<file path="src/rtl/multicycle_control.sv">
// Multicycle ARM-subset control unit: Moore sequencer, ALU decode, NZCV flag register
// and condition check that gates the architectural writes of each instruction.
module multicycle_control #(
    parameter logic [3:0] RESET_FLAGS = 4'b0000
) (
    input  logic       clk,
    input  logic       reset,
    input  logic [3:0] Cond,
    input  logic [1:0] Op,
    input  logic [5:0] Funct,
    input  logic [3:0] Rd,
    input  logic [3:0] ALUFlags,
    output logic       PCWrite,
    output logic       MemWrite,
    output logic       RegWrite,
    output logic       IRWrite,
    output logic       AdrSrc,
    output logic       ALUSrcA,
    output logic [1:0] ALUSrcB,
    output logic [1:0] ResultSrc,
    output logic [1:0] ImmSrc,
    output logic [1:0] RegSrc,
    output logic [1:0] ALUControl
);

    typedef enum logic [3:0] {
        FETCH, DECODE, MEMADR, MEMRD, MEMWB, MEMWR,
        EXECR, EXECI, ALUWB, BRANCH, UNKNOWN
    } state_t;

    typedef struct packed {
        logic       ir_write;
        logic       next_pc;
        logic       adr_src;
        logic       alu_src_a;
        logic [1:0] alu_src_b;
        logic [1:0] result_src;
        logic       reg_w;
        logic       mem_w;
        logic       branch;
        logic       alu_op;
    } ctrl_t;

    state_t     state;
    state_t     next_state;
    ctrl_t      ctrl;
    logic [3:0] flags;
    logic [1:0] flag_w;
    logic       cond_ex;
    logic       pcs;

    function automatic ctrl_t state_ctrl(input state_t s);
        ctrl_t c;
        c = '0;
        case (s)
            FETCH: begin
                c.ir_write   = 1'b1;
                c.next_pc    = 1'b1;
                c.alu_src_a  = 1'b1;
                c.alu_src_b  = 2'b10;
                c.result_src = 2'b10;
            end
            DECODE: begin
                c.alu_src_a  = 1'b1;
                c.alu_src_b  = 2'b10;
                c.result_src = 2'b10;
            end
            MEMADR: c.alu_src_b = 2'b01;
            MEMRD:  c.adr_src = 1'b1;
            MEMWR: begin
                c.adr_src = 1'b1;
                c.mem_w   = 1'b1;
            end
            MEMWB: begin
                c.result_src = 2'b01;
                c.reg_w      = 1'b1;
            end
            EXECR: c.alu_op = 1'b1;
            EXECI: begin
                c.alu_src_b = 2'b01;
                c.alu_op    = 1'b1;
            end
            ALUWB: c.reg_w = 1'b1;
            BRANCH: begin
                c.alu_src_b  = 2'b01;
                c.result_src = 2'b10;
                c.branch     = 1'b1;
            end
            default: c = '0;
        endcase
        return c;
    endfunction

    always_comb begin
        next_state = FETCH;
        case (state)
            FETCH:  next_state = DECODE;
            DECODE: begin
                case (Op)
                    2'b00:   next_state = Funct[5] ? EXECI : EXECR;
                    2'b01:   next_state = MEMADR;
                    2'b10:   next_state = BRANCH;
                    default: next_state = UNKNOWN;
                endcase
            end
            MEMADR: next_state = Funct[0] ? MEMRD : MEMWR;
            MEMRD:  next_state = MEMWB;
            EXECR:  next_state = ALUWB;
            EXECI:  next_state = ALUWB;
            default: next_state = FETCH;
        endcase
    end

    // Controls are registered from the next state so every output is glitch-free per cycle.
    always_ff @(posedge clk or negedge reset) begin
        if (!reset) begin
            state <= FETCH;
            ctrl  <= state_ctrl(FETCH);
        end else begin
            state <= next_state;
            ctrl  <= state_ctrl(next_state);
        end
    end

    always_comb begin
        ALUControl = 2'b00;
        flag_w     = 2'b00;
        if (ctrl.alu_op) begin
            case (Funct[4:1])
                4'b0100: begin ALUControl = 2'b00; flag_w = {2{Funct[0]}}; end
                4'b0010: begin ALUControl = 2'b01; flag_w = {2{Funct[0]}}; end
                4'b0000: begin ALUControl = 2'b10; flag_w = {Funct[0], 1'b0}; end
                4'b1100: begin ALUControl = 2'b11; flag_w = {Funct[0], 1'b0}; end
                default: begin ALUControl = 2'b00; flag_w = 2'b00; end
            endcase
        end
    end

    always_comb begin
        cond_ex = 1'b0;
        case (Cond)
            4'b0000: cond_ex = flags[2];
            4'b0001: cond_ex = !flags[2];
            4'b0010: cond_ex = flags[1];
            4'b0011: cond_ex = !flags[1];
            4'b0100: cond_ex = flags[3];
            4'b0101: cond_ex = !flags[3];
            4'b0110: cond_ex = flags[0];
            4'b0111: cond_ex = !flags[0];
            4'b1000: cond_ex = flags[1] && !flags[2];
            4'b1001: cond_ex = !flags[1] || flags[2];
            4'b1010: cond_ex = (flags[3] == flags[0]);
            4'b1011: cond_ex = (flags[3] != flags[0]);
            4'b1100: cond_ex = !flags[2] && (flags[3] == flags[0]);
            4'b1101: cond_ex = flags[2] || (flags[3] != flags[0]);
            4'b1110: cond_ex = 1'b1;
            default: cond_ex = 1'b0;
        endcase
    end

    // NZ and CV halves update independently so logical ops keep the previous carry/overflow.
    always_ff @(posedge clk or negedge reset) begin
        if (!reset) begin
            flags <= RESET_FLAGS;
        end else begin
            if (flag_w[1] && cond_ex) flags[3:2] <= ALUFlags[3:2];
            if (flag_w[0] && cond_ex) flags[1:0] <= ALUFlags[1:0];
        end
    end

    assign pcs       = ctrl.branch | (ctrl.reg_w & (Rd == 4'd15));
    assign PCWrite   = ctrl.next_pc | (pcs & cond_ex);
    assign RegWrite  = ctrl.reg_w & cond_ex;
    assign MemWrite  = ctrl.mem_w & cond_ex;
    assign IRWrite   = ctrl.ir_write;
    assign AdrSrc    = ctrl.adr_src;
    assign ALUSrcA   = ctrl.alu_src_a;
    assign ALUSrcB   = ctrl.alu_src_b;
    assign ResultSrc = ctrl.result_src;
    assign ImmSrc    = Op;
    assign RegSrc    = {Op == 2'b01, Op == 2'b10};

endmodule

</file>
<file path="config.mk">
export PLATFORM = sky130hd
export DESIGN_NAME = multicycle_control
export DESIGN_NICKNAME = d
export VERILOG_FILES = /design/src/rtl/multicycle_control.sv
export SDC_FILE = /design/constraint.sdc
export NUM_CORES = 1
export LEC_CHECK = 0
export BUFFER_PORTS_ARGS = -buffer_cell sky130_fd_sc_hd__buf_2
export CORE_MARGIN = 5
export CORE_UTILIZATION = 53
export DETAILED_ROUTE_END_ITERATION = 10
export GPL_TIMING_DRIVEN = 0
export PLACE_DENSITY = 0.83
export SYNTH_ARGS = -nofsm -noshare
export SYNTH_HDL_FRONTEND = slang
export SYNTH_SLANG_ARGS = --single-unit
</file>
<file path="constraint.sdc">
create_clock -name clk -period 6.3 [get_ports clk]
set_clock_uncertainty 0.05 [all_clocks]
set_input_delay 0.945 -clock clk [delete_from_list [all_inputs] [get_ports clk]]
set_output_delay 0.945 -clock clk [all_outputs]
set_load 0.03 [all_outputs]
</file>
==> flow_results.org <==
** Status
- The flow ran to the end, and the final reports show no timing, DRC or antenna violations.

** Routing
- The routed layout has just over 900 vias.
- Dividing the detail-routed wire length by the instance count gives 12.6 um.
- The pre-antenna-repair detailed-routing pass consisted of 4 iterations.
- Final wirelength :: 2250 um
- Once detail routing completed, the nets flagged for antenna violations numbered 0.
- In the routed design, unresolved DRC markers number 0.
- For this block, the initial DRC count from the detailed router was 15.
- In the routed layout, each cell is associated on average with a via count of 5.20.

** Synthesis
- Register area share after synthesis :: 0.414
- Share of synthesized flip-flops with an asynchronous set or reset :: 1.00
- The synthesized design contains 0 enable-type register cells.
- After synthesis the netlist holds a flip-flop and latch count of 19.
- Count of yosys warnings during synthesis :: 0
- Post-Syn Nets :: between 100 and 150
- Yosys mapped the design onto 39 distinct sky130hd cell types.
- Post-synthesis cell count :: about 110
- Cell area after synthesis :: around 1200 sq um
- For this run, the leading register cell type out of synthesis is sky130_fd_sc_hd__dfrtp_1.
- After synthesis, the mean cell area works out to just over 10 sq um.

** Place
- Weighted congestion reported at the end of routability-driven placement :: approximately 0.85
- Post-placement cell area :: 1370 sq um
- Total half-perimeter wirelength after legalization and detailed placement :: between 1500 and 2000 um
- Counting tap cells, the placed design contains a total of around 180 instances.
- Input and output buffers added on the ports amount to 34.
- Pre-CTS setup slack :: ~2800 ps

** Power and ir drop
- LEAKAGE :: 0.687 nW
- Power spread over the standard cell area amounts to around 360 nW/um^2.
- Max rail drop VDD :: approximately 0.25 mV

** GRT
- Across every metal layer, demand over resource in global routing totals 0.153.
- The total overflow left after global routing is 0.
- Via count of the first global-routing pass :: approximately 930
- The first global-routing pass estimated slightly below 4000 um of wire.
- Largest net degree at the start of global routing :: 20
- Initial antenna violation count :: 0

** Clock network
- After clock tree synthesis, the clock-pin slew on the worst setup and hold paths is 100 ps.
- TritonCTS Buffers :: 3
- H-tree depth :: 1
- After clock tree synthesis, the repair step resized 0 gates.
- Hold_buf cts :: 0
- Clock tree synthesis found a total of 19 sinks.
- Root buffer selected by CTS :: sky130_fd_sc_hd__clkbuf_4
- Bufs on Longest Clock Path :: 2
- TritonCTS clock tree :: done
- The later pin in the worst-skew pair is clocked with a latency of ~290 ps.
- Postcts setup bufs :: 0

** Timing
- Post-route worst setup slack :: ~2900 ps
- Counting I/O delays and the setup requirement, the final critical path takes ~3400 ps.
- Hold Fails Final Rpt :: 0
- Number of max-slew violations in the final report :: 0
- Setup Total Neg Slack :: 0 ps
- Setup repair after global routing left no endpoint under its margin.
- For the pin with the worst max-slew slack, the measured transition is between 400 and 500 ps.
- Final Cycle Share :: 0.547
- # setup viols final :: 0
- In this run the tightest slew margin relative to its limit is 0.700.
- Fmax :: roughly 290 MHz

** Final layout
- The number of antenna diodes in the final layout is 0.
- The library cell used most frequently in the layout, excluding fill and tap cells, is sky130_fd_sc_hd__buf_2.
- Fraction of final layout cells sized beyond drive strength 1 :: 0.404
- From synthesis to final layout, the design area changed by 20.0%.
- Fill cell total of the finished layout :: 180
- In the final design database the tool counted 174 nets.
- The count of cells in the finished layout, fillers not included, comes to 179.
- In the layout the commonest cells are 34 x sky130_fd_sc_hd__buf_2, 15 x sky130_fd_sc_hd__dfrtp_1, 11 x sky130_fd_sc_hd__nor2_1.
- After routing the design area is about 1400 sq um.

** Setup path
- The setup path with the least slack is of type in -> out.
- Number of cells traversed by the worst register-to-register path :: 6
- Worst setup path endpoint :: MemWrite
- The critical path starts at Cond[2].
- Critical Path Fanout Max :: 10
- In this run the critical register-to-register path is launched from flags[3].
- CP Capture Type :: output pin
- Register-to-register setup slack :: 4060 ps
- Kind of start point of the critical path :: primary input
- Crit path required time :: between 5000 and 6000 ps
- For the worst setup path, the data arrival time is between 2000 and 2500 ps.
- Reg-to-Reg End :: flags[0]

** Floorplan
- Die Wd :: 56.8 um
- Die Outline Area :: roughly 3200 sq um
- The floorplan step defined a core boundary enclosing ~2100 sq um.
- In this run the count of I/O pins placed on the die edge is 38.
- Starting utilization of the core area :: 0.540
- The initialized floorplan defines 17 standard-cell rows.
- From bottom edge to top edge, the die measures between 50 and 60 um.

** Worst hold path
- Hold/Removal Path Class :: in -> async

** Flow run
- Max-cap violations in this run came to 0.
-- state kept, by name, summed over array words and instances (netlist names) --
register	count
flags	4
ctrl	4
IRWrite	1
state	4
ALUSrcA	1
ALUSrcB	2
ResultSrc	2
AdrSrc	1
-- per-layer routing --
layer	vias up	wire [um]	global-route usage
li1	472	-	-
met1	433	942	0.180
met2	25	1170	0.272
met3	0	143	0.0322
met4	0	0	0.0530
met5	-	0	0
-- metrics by stage --
stage          power, mW  utilization  hold WS (ps)
2_1_floorplan      0.390            -           487
3_3_place_gp       0.442        0.636           517
3_5_place_dp       0.453        0.636           519
4_1_cts            0.511        0.649           514
5_1_grt            0.549        0.649           522
6_report           0.508        0.649           506
-- final cells by class --
class                           instances  area, sq um  share of cell area
Buffer                                 12         86.3              0.0619
Clock buffer                            3         22.5              0.0162
Sequential cell                        19          480               0.345
Clock inverter                          1         5.00             0.00359
Timing Repair Buffer                   34          170               0.122
Tap cell                               28         35.0              0.0251
Multi-Input combinational cell         80          587               0.421
Inverter                                2         7.51             0.00539
-- synthesized netlist by cell type, types with 3 or more instances --
master / count / area share
sky130_fd_sc_hd__a21o_1: 3 / 0.019
sky130_fd_sc_hd__a21oi_1: 5 / 0.022
sky130_fd_sc_hd__nor2_1: 11 / 0.036
sky130_fd_sc_hd__buf_4: 7 / 0.045
sky130_fd_sc_hd__dfrtp_1: 15 / 0.32
sky130_fd_sc_hd__nor2b_1: 7 / 0.038
sky130_fd_sc_hd__nor3_1: 3 / 0.013
sky130_fd_sc_hd__o21ai_0: 4 / 0.017
sky130_fd_sc_hd__nand2b_1: 6 / 0.032
sky130_fd_sc_hd__clkbuf_1: 3 / 0.0097
sky130_fd_sc_hd__dfstp_2: 4 / 0.091
sky130_fd_sc_hd__nor3b_1: 3 / 0.019
sky130_fd_sc_hd__nand2_1: 4 / 0.013
-- cells by family after synthesis --
group                  count (synthesis)  share of synthesized area
buffers and inverters                 14                     0.0808
AND/OR/NAND/NOR                       46                      0.235
AO/OA/AOI/OAI                         25                      0.186
flip-flops                            19                      0.414
XOR/XNOR                               4                     0.0302
multiplexers                           5                     0.0539
-- worst min path at each step --
stage / end / startpoint / slack [ps]
2_1_floorplan: flags[2] / flags[2] / 490
6_report: ctrl[3] / reset / 510
4_1_cts: ctrl[3] / reset / 510
5_1_grt: ctrl[3] / reset / 520
3_3_place_gp: flags[0] / flags[0] / 520
3_5_place_dp: flags[0] / flags[0] / 520
-- worst max-delay path, stage by stage --
cell	delay [ps]
sky130_fd_sc_hd__buf_6	110
sky130_fd_sc_hd__nor2b_1	50
sky130_fd_sc_hd__a211oi_1	340
sky130_fd_sc_hd__a2111oi_4	110
sky130_fd_sc_hd__a2111oi_4	450
sky130_fd_sc_hd__and2b_2	270
sky130_fd_sc_hd__buf_2	170
-- power breakdown --
part | switching, mW | internal [mW] | total, mW
combinational | 0.153 | 0.102 | 0.255
clock | 0.0344 | 0.0236 | 0.0580
sequential | 0.0227 | 0.172 | 0.195
total | 0.210 | 0.298 | 0.508
Note: power is estimated with default switching activity, not from simulation.
